**src/rtl/lms2rgb_pkg.sv**
```systemverilog
// ============================================================================
// Module   : lms2rgb_pkg
// Brief    : Shared widths, Q4.12 LMS->RGB coefficients and FSM states.
// Revision : 1.0 - initial release
// ============================================================================
`default_nettype none

package lms2rgb_pkg;

    localparam int c_IN_W    = 16;
    localparam int c_COEF_W  = 16;
    localparam int c_ACC_W   = 35;
    localparam int c_SHIFT   = 20;
    localparam int c_PROD_W  = c_IN_W + 1 + c_COEF_W;

    localparam logic signed [c_ACC_W-1:0] c_ROUND_HALF = 35'sd524288;

    localparam logic signed [c_COEF_W-1:0] c_COEF_RL =  16'sd18301;
    localparam logic signed [c_COEF_W-1:0] c_COEF_RM = -16'sd14694;
    localparam logic signed [c_COEF_W-1:0] c_COEF_RS =  16'sd489;
    localparam logic signed [c_COEF_W-1:0] c_COEF_GL = -16'sd4991;
    localparam logic signed [c_COEF_W-1:0] c_COEF_GM =  16'sd9752;
    localparam logic signed [c_COEF_W-1:0] c_COEF_GS = -16'sd665;
    localparam logic signed [c_COEF_W-1:0] c_COEF_BL =  16'sd204;
    localparam logic signed [c_COEF_W-1:0] c_COEF_BM = -16'sd999;
    localparam logic signed [c_COEF_W-1:0] c_COEF_BS =  16'sd4934;

    typedef enum logic [1:0] {
        ST_IDLE = 2'd0,
        ST_CALC = 2'd1,
        ST_DONE = 2'd2
    } state_t;

    // Row-major matrix walk: k = 3*channel + {L,M,S}
    function automatic logic signed [c_COEF_W-1:0] coef_at(input logic [3:0] k);
        logic signed [c_COEF_W-1:0] c;
        c = '0;
        case (k)
            4'd0: c = c_COEF_RL;
            4'd1: c = c_COEF_RM;
            4'd2: c = c_COEF_RS;
            4'd3: c = c_COEF_GL;
            4'd4: c = c_COEF_GM;
            4'd5: c = c_COEF_GS;
            4'd6: c = c_COEF_BL;
            4'd7: c = c_COEF_BM;
            4'd8: c = c_COEF_BS;
            default: c = '0;
        endcase
        return c;
    endfunction

endpackage

`default_nettype wire

```
**src/rtl/lms2rgb_mac.sv**
```systemverilog
// ============================================================================
// Module   : lms2rgb_mac
// Brief    : Signed multiply-accumulate with shift/clamp to 8-bit channel.
//            LMS2RGB_ROUND_EN selects round-half-up instead of truncation.
// Revision : 1.0 - initial release
// ============================================================================
`default_nettype none

module lms2rgb_mac
    import lms2rgb_pkg::*;
(
    input  logic                        i_clk,
    input  logic                        i_rst,
    input  logic                        i_clr,
    input  logic                        i_en,
    input  logic                        i_last,
    input  logic [c_IN_W-1:0]           i_data,
    input  logic signed [c_COEF_W-1:0]  i_coef,
    output logic [7:0]                  o_chan
);

    logic signed [c_ACC_W-1:0]  r_acc;
    logic signed [c_IN_W:0]     w_data_s;
    logic signed [c_PROD_W-1:0] w_prod;
    logic signed [c_ACC_W-1:0]  w_sum;
    logic signed [c_ACC_W-1:0]  w_rnd;
    logic signed [c_ACC_W-1:0]  w_shift;

    assign w_data_s = signed'({1'b0, i_data});
    assign w_prod   = c_PROD_W'(w_data_s) * c_PROD_W'(i_coef);
    assign w_sum    = r_acc + c_ACC_W'(w_prod);

`ifdef LMS2RGB_ROUND_EN
    assign w_rnd = w_sum + c_ROUND_HALF;
`else
    assign w_rnd = w_sum;
`endif

    assign w_shift = w_rnd >>> c_SHIFT;

    // Channel output reflects the sum including the current product
    always_comb begin
        o_chan = w_shift[7:0];
        if (w_shift < 35'sd0)
            o_chan = 8'd0;
        else if (w_shift > 35'sd255)
            o_chan = 8'hFF;
    end

    always_ff @(posedge i_clk or posedge i_rst) begin
        if (i_rst)
            r_acc <= '0;
        else if (i_clr)
            r_acc <= '0;
        else if (i_en)
            r_acc <= i_last ? '0 : w_sum;
    end

endmodule

`default_nettype wire

```
**src/rtl/lms2rgb.sv**
```systemverilog
// ============================================================================
// Module   : lms2rgb
// Brief    : LMS (8.8) to 8-bit RGB converter, one MAC per cycle, 11-cycle
//            throughput. LMS2RGB_ROUND_EN enables rounding in lms2rgb_mac.
// Revision : 1.0 - initial release
// ============================================================================
`default_nettype none

module lms2rgb
    import lms2rgb_pkg::*;
(
    input  logic              i_clk,
    input  logic              i_rst,
    input  logic              i_in_valid,
    output logic              o_in_ready,
    input  logic [c_IN_W-1:0] i_L,
    input  logic [c_IN_W-1:0] i_M,
    input  logic [c_IN_W-1:0] i_S,
    output logic              o_out_valid,
    input  logic              i_out_ready,
    output logic [7:0]        o_R,
    output logic [7:0]        o_G,
    output logic [7:0]        o_B
);

    state_t                     r_state;
    state_t                     w_state_next;
    logic [3:0]                 r_k;
    logic [c_IN_W-1:0]          r_l;
    logic [c_IN_W-1:0]          r_m;
    logic [c_IN_W-1:0]          r_s;
    logic                       w_accept;
    logic                       w_calc;
    logic                       w_last;
    logic [c_IN_W-1:0]          w_data;
    logic signed [c_COEF_W-1:0] w_coef;
    logic [7:0]                 w_chan;

    always_comb begin
        w_state_next = r_state;
        w_accept     = 1'b0;
        case (r_state)
            ST_IDLE: if (i_in_valid) begin
                w_accept     = 1'b1;
                w_state_next = ST_CALC;
            end
            ST_CALC: if (r_k == 4'd8) w_state_next = ST_DONE;
            ST_DONE: if (i_out_ready) w_state_next = ST_IDLE;
            default: w_state_next = ST_IDLE;
        endcase
    end

    assign o_in_ready  = (r_state == ST_IDLE);
    assign o_out_valid = (r_state == ST_DONE);
    assign w_calc      = (r_state == ST_CALC);
    assign w_last      = w_calc && ((r_k == 4'd2) || (r_k == 4'd5) || (r_k == 4'd8));
    assign w_coef      = coef_at(r_k);

    always_comb begin
        w_data = r_s;
        case (r_k)
            4'd0, 4'd3, 4'd6: w_data = r_l;
            4'd1, 4'd4, 4'd7: w_data = r_m;
            default:          w_data = r_s;
        endcase
    end

    lms2rgb_mac u_mac (
        .i_clk  (i_clk),
        .i_rst  (i_rst),
        .i_clr  (w_accept),
        .i_en   (w_calc),
        .i_last (w_last),
        .i_data (w_data),
        .i_coef (w_coef),
        .o_chan (w_chan)
    );

    always_ff @(posedge i_clk or posedge i_rst) begin
        if (i_rst) begin
            r_state <= ST_IDLE;
            r_k     <= '0;
            r_l     <= '0;
            r_m     <= '0;
            r_s     <= '0;
            o_R     <= '0;
            o_G     <= '0;
            o_B     <= '0;
        end else begin
            r_state <= w_state_next;
            if (w_accept) begin
                r_k <= '0;
                r_l <= i_L;
                r_m <= i_M;
                r_s <= i_S;
            end else if (w_calc) begin
                r_k <= (r_k == 4'd8) ? 4'd0 : r_k + 4'd1;
            end
            // Channel results land on the edge closing each row of the matrix
            if (w_calc) begin
                case (r_k)
                    4'd2:    o_R <= w_chan;
                    4'd5:    o_G <= w_chan;
                    4'd8:    o_B <= w_chan;
                    default: ;
                endcase
            end
        end
    end

endmodule

`default_nettype wire

```
**config.mk**
```make
export PLATFORM = sky130hd
export DESIGN_NAME = lms2rgb
export DESIGN_NICKNAME = d
export VERILOG_FILES = /design/src/rtl/lms2rgb_pkg.sv /design/src/rtl/lms2rgb_mac.sv /design/src/rtl/lms2rgb.sv
export SDC_FILE = /design/constraint.sdc
export NUM_CORES = 1
export LEC_CHECK = 0
export ABC_AREA = 1
export CORE_ASPECT_RATIO = 1.75
export CORE_MARGIN = 4
export CORE_UTILIZATION = 55
export DETAILED_ROUTE_END_ITERATION = 8
export PLACE_DENSITY = 0.75
export SLEW_MARGIN = 20
export SYNTH_ARGS = -nofsm -noshare
export SYNTH_HDL_FRONTEND = slang
export SYNTH_SLANG_ARGS = --single-unit
```
**constraint.sdc**
```tcl
create_clock -name i_clk -period 12.4 [get_ports i_clk]
set_input_delay 1.86 -clock i_clk [delete_from_list [all_inputs] [get_ports i_clk]]
set_output_delay 1.86 -clock i_clk [all_outputs]
set_load 0.01 [all_outputs]
```
# Yosys cells after proc, flatten, opt, wreduce, memory -nomap -nowiden
# Memory sizes are Yosys's and may differ from the RTL's.
# Index checks and enable logic that the tools add are counted.
# word_totals
word_cells	55
in_bits	52
out_inout_bits	26
n_memories	1
register_bits	113
romBits	256
# memory_table
name	depth	width	rd	rd_clocked_by_memory_dff	write_ports	line	rtl
(name not given)	16	16	1	0	0	lms2rgb_pkg.sv:38	case (k)
# classes
magnitude_cmp	2
n_mux	15
reduce_logical	12
eq_ne	13
addsub	2
mul	1
# op_table
cell	n
35-bit two-way mux	3
35-bit by 33-bit adder with 35-bit output	1
17-bit by 16-bit multiplier with 33-bit output	1
16-bit case mux with 2 select lines	1
4-bit by 3-bit equality test with 1-bit output (second input constant)	4
8-bit two-way mux	2
15-bit by 9-bit > comparator with 1-bit output (second input constant)	1
15-bit by 1-bit less-than comparator with 1-bit output (second input constant)	1
4-bit two-way mux	3
4-bit by 2-bit equality test with 1-bit output (second input constant)	2
2-bit two-way mux	3
2-bit case mux with 3 select lines	1
2-bit AND reduction	3
3-bit OR reduction	2
4-bit by 1-bit adder with 4-bit output (second input constant)	1
4-bit by 1-bit equality test with 1-bit output (second input constant)	1
4-bit equality test (second input constant)	1
4-bit logical NOT	1
2-bit by 1-bit != test with 1-bit output (second input constant)	2
3-bit AND reduction	1
2-bit by 1-bit equality test with 1-bit output (second input constant)	1
2-bit equality test (second input constant)	1
2-bit logical NOT	1
1-bit logical OR	2
4 further kinds	5

# Depth between registers and ports, before layout
# logic_depth
depth_word	8
mapped_depth	39
ltp_nobuf	38

# Modules after synthesis
# From an unflattened synthesis, not the netlist that was laid out.
# hier_totals
cells_unflattened	2132
hier_area_um2	16213.0
# modules_own_cells
mod	seq_area_each_um2	cells_per_inst	n_inst	area_per_inst_um2
lms2rgb_mac	875.8	1650	1	12260.5
lms2rgb	1951.9	482	1	3952.5

# Least setup slack after synthesis
# Ideal clock, no wire load.
# synth_path
path_type	reg2reg
start	register r_k[0]
end	register o_R[0]
setup_time_ns	0.065
arrival_time_ns	6.668
setup_slack_ns	5.667
t_required_ns	12.335
stages_incl_launch_ff	33
period_less_slack_ns	6.733
n_path_buf	2
cell_sequence	dfrtp_1 -> inv_2 -> ha_1 -> nor2_2 -> o22ai_4 -> nor2_4 -> buf_6 -> a21oi_4 -> inv_2 -> nand2_1 -> fa_1 -> inv_1 -> fa_1 -> inv_1 -> fa_1 -> inv_1 -> fa_1 -> fa_1 -> inv_1 -> fa_1 -> inv_1 -> ha_1 -> nand2_1 -> nor2_1 -> inv_1 -> nor3_1 -> nand3_1 -> nand3_2 -> a21oi_2 -> xor2_2 -> buf_6 -> nand3_1 -> nand2_1
# synth_via
elab_chain_len	8
word_cells_on_any_way	18
classes_between	add/sub: 1; mul: 1; order compare: 2; eq/ne: 6; mux: 3; reduce/logical: 4; memory: 1
# synth_lines
element	line	rtl
start: declaration	lms2rgb.sv:28	logic [3:0] r_k;
start signal: assignment	lms2rgb.sv:97	r_k <= (r_k == 4'd8) ? 4'd0 : r_k + 4'd1;
4-bit by 1-bit equality test with 1-bit output, or another cell as far along	lms2rgb.sv:61	case (r_k)
3-bit OR reduction	lms2rgb.sv:61	
16-bit case mux with 2 select lines	lms2rgb.sv:61	
17-bit by 16-bit multiplier with 33-bit output	lms2rgb_mac.sv:30	assign w_prod = c_PROD_W'(w_data_s) * c_PROD_W'(i_coef);
35-bit by 33-bit adder with 35-bit output	lms2rgb_mac.sv:31	assign w_sum = r_acc + c_ACC_W'(w_prod);
15-bit by 9-bit > comparator with 1-bit output	lms2rgb_mac.sv:46	else if (w_shift > 35'sd255)
8-bit two-way mux	lms2rgb_mac.sv:46	
8-bit two-way mux	lms2rgb_mac.sv:44	if (w_shift < 35'sd0)
end signal: assignment	lms2rgb.sv:102	4'd2: o_R <= w_chan;
end: declaration	lms2rgb.sv:21	output logic [7:0] o_R,
# Parallel ways exist; a longest one is shown, timed or not.
# A chain may end at the register's enable or synchronous reset.

# Worst setup path in the final report
# layout_path
start	register r_k[0]
end	register o_G[7]
# layout_via
elab_chain_len	8
word_cells_on_any_way	18
classes_between	add/sub: 1; mul: 1; order compare: 2; eq/ne: 6; mux: 3; reduce/logical: 4; memory: 1
# layout_lines
element	line	rtl
4-bit by 1-bit equality test with 1-bit output, or another cell as far along	lms2rgb.sv:61	
3-bit OR reduction	lms2rgb.sv:61	
16-bit case mux with 2 select lines	lms2rgb.sv:61	
17-bit by 16-bit multiplier with 33-bit output	lms2rgb_mac.sv:30	
35-bit by 33-bit adder with 35-bit output	lms2rgb_mac.sv:31	
15-bit by 9-bit > comparator with 1-bit output	lms2rgb_mac.sv:46	
8-bit two-way mux	lms2rgb_mac.sv:46	
8-bit two-way mux	lms2rgb_mac.sv:44	
end signal: assignment	lms2rgb.sv:103	4'd5: o_G <= w_chan;
end: declaration	lms2rgb.sv:22	output logic [7:0] o_G,
# Parallel ways exist; a longest one is shown, timed or not.

==> run_results.csv <==
group,metric,value,unit
synthesis,synth_compound_area_share,7.11,%
clocking,clock_latency,0.43,ns
global_route,grt_pass1_wl,74700,um
cells_and_area,post-route-util,62.7,%
critical_path,crit_type,"register to register",
floorplan,die_h,229,um
placement,numPortBuffers,77,
placement,dpl-instance-area,16500,sq um
cells_and_area,layout_common_cells,"470 x inv_1, 454 x nand2_1, 227 x fa_1, 188 x nor2_1, 129 x ha_1",
run,maxCapViolations,0,
sta,fin_skew,0.0129,ns
clocking,h-tree-depth,4,
critical_path,cp_max_fo,11,
clocking,cts_buffers,17,
clocking,cts-root-buf,"clkbuf_16",
route,avgViaCountPerCell,5.33,
placement,routabilityCongestion,1.17,
synthesis,synth_top_family_by_area,"adder cells",
clocking,hold_buffers,0,
hold_path,hold_start,"o_G[5]$_DFFE_PP0P_",
floorplan,die_w,134,um
critical_path,crit_path_end_kind,"register",
cells_and_area,layout-drive-gt1-share,6.06,%
clocking,cts_setup_buffers,0,
sta,clock.fmax,112,MHz
global_route,grt_overflow,0,
route,ant_nets,0,
route,wire_per_inst,19.5,um
sta,tightest_slew,1.09,ns
sta,min_period,8.92,ns
synthesis,yosysWarnings,0,
route,drc,0,
critical_path,required,12.71,ns
hold_path,hp-class,"register to register",
global_route,grt_max_degree,81,
synthesis,yosysSeqAreaShare,18.5,%
global_route,grt_pass1_vias,14100,
clocking,clkSinkCount,113,
synthesis,synthXorXnorAreaFrac,1.06,%
floorplan,rows,80,
clocking,cts_tree,"built",
cells_and_area,area_delta_synth_final,12.1,%
floorplan,die-area,30600,sq um
route,wl,46500,um
critical_path,crit_arrival,9.23,ns
route,first_iter_violations,859,
floorplan,pin_count,78,
clocking,ctsResizeCount,0,
synthesis,synth.area.mux_share,0,%
sta,fin_ws,3.48,ns
synthesis,synth-main-ff-cell,"dfrtp_1",
floorplan,initial_core_util,55.9,%
critical_path,r2r_cells,25,
placement,pre_cts_slack,3.74,ns
sta,finalSetupTns,0,ns
sta,finalSetupViolations,0,
sta,maxSlewHeadroom,26.8,%
sta,slew_viol_final,0,
cells_and_area,design_area,17100,sq um
global_route,grt.total_usage,32.1,%
critical_path,crit_path_start,"r_k[0]$_DFFE_PP0P_",
synthesis,async_flop_share,100,%
synthesis,ys_ff_latch,113,
placement,dp_hpwl,38400,um
synthesis,synth.avg_cell_area,7.93,sq um
synthesis,syn_inst,1926,
run_status,status,"finished, final reports clean",
clocking,cts.path.max_buffers,2,
synthesis,synth_edf_count,0,
synthesis,yosys.area_share.adder,40.3,%
cells_and_area,antennaDiodeCount,0,
critical_path,reg2reg_from,"r_k[0]$_DFFE_PP0P_",
floorplan,core_area,27300,sq um
route,vias,12700,
cells_and_area,layout_commonest_cell,"inv_1",
clocking,clkTransAtPathRegs,0.06,ns
synthesis,yosys.area_share.simple,19.6,%
critical_path,cp-start-kind,"register",
synthesis,syn_area,15300,sq um
route,drtPass1Iterations,7,
sta,rsz0062_at_grt,"no",
sta,hold_viol_final,0,
hold_path,hold_depth,2,
sta,fin_crit_sh,71.9,%
synthesis,synth_cell_types,44,
cells_and_area,fillers,2423,
synthesis,synth_nets,2334,
cells_and_area,final_nets,2409,
global_route,antenna_found_initial,0,
==> cell usage after synthesis, types with 8 or more instances <==
library cell    n  area share [%]
fa_1          227              30
a21oi_4        10             1.1
o22ai_1        26             1.1
a21oi_2         8            0.46
clkbuf_1       22            0.54
nor2_1        189             4.6
nand3_1        57             1.9
clkinv_1        8            0.20
ha_1          129              11
a21oi_1        34             1.1
inv_2          21            0.52
o21ai_0        63             2.1
nand2_1       454              11
inv_1         471              12
nor2_2          8            0.33
xnor2_1        10            0.57
dfrtp_1       113              19
==> registers in the layout (all words and copies together), names as in the netlist, 4 cells and up <==
signal	flops
r_s	16
r_m	16
o_B	8
u_mac.r_acc	35
o_R	8
r_k	4
r_l	16
o_G	8
==> stage by stage <==
step / hold slack (ns) / instances
final: 0.483 / 2383
after global routing: 0.510 / 2383
after CTS: 0.488 / 2383
after detailed placement: 0.471 / 2351
after global placement: 0.467 / 2351
after floorplan: 0.449 / 1926
==> layout make-up <==
class                           count  area [sq um]  area share (%)
Clock buffer                       17           425            2.48
Clock inverter                     15           243            1.42
Inverter                          501          1890            11.0
Multi-Input combinational cell   1277         10400            60.8
Sequential cell                   113          2830            16.5
Tap cell                          369           462            2.70
Timing Repair Buffer               91           876            5.11
==> path summary, 6_finish.rpt <==
path	slack (ns)	end
worst min register to register	0.48	o_G[5]$_DFFE_PP0P_
worst max register to register	3.48	o_G[7]$_DFFE_PP0P_
max in group asynchronous	9.21	u_mac.r_acc[11]$_DFFE_PP0P_
worst max-delay path	3.48	o_G[7]$_DFFE_PP0P_
min in group asynchronous	1.89	u_mac.r_acc[24]$_DFFE_PP0P_
worst min-delay path	0.48	o_G[5]$_DFFE_PP0P_
==> worst max-delay path: stages, from the launching register on <==
cell	delay, ns
dfrtp_1	0.54
inv_2	0.15
nor2_4	0.45
nor2_1	0.14
a21oi_1	0.68
inv_1	0.54
nor2_1	0.45
fa_1	0.53
fa_1	0.51
fa_1	0.43
fa_1	0.49
fa_1	0.49
inv_1	0.05
fa_1	0.49
inv_1	0.04
ha_1	0.35
nand2_1	0.22
nor2_1	0.20
inv_1	0.18
nor3_1	0.87
nand3_1	0.16
nand3_1	0.19
xnor2_1	0.24
nand3_1	0.21
nand3_1	0.11
nand2_1	0.07
==> routing by layer <==
layer / vias up / part of all wire [%] / GRT usage (%)
met5: - / 0 / 0
met3: 211 / 5.7 / 4.71
met2: 530 / 52 / 57.6
li1: 5846 / - / -
met1: 6108 / 33 / 33.5
met4: 0 / 9.2 / 23.3
==> cell families (layout without fill, tap and decap cells) <==
family / Yosys count / count (layout)
DFF: 113 / 113
adders and majority gates: 356 / 356
buffers and inverters: 536 / 624
AOI/OAI and AO/OA: 164 / 164
xor gates and xnor gates: 16 / 16
and+or+nand+nor: 741 / 741
Power is left out: the tool's default activity adds up to more than one toggle a clock period on the data nets, which glitch-free logic cannot reach.
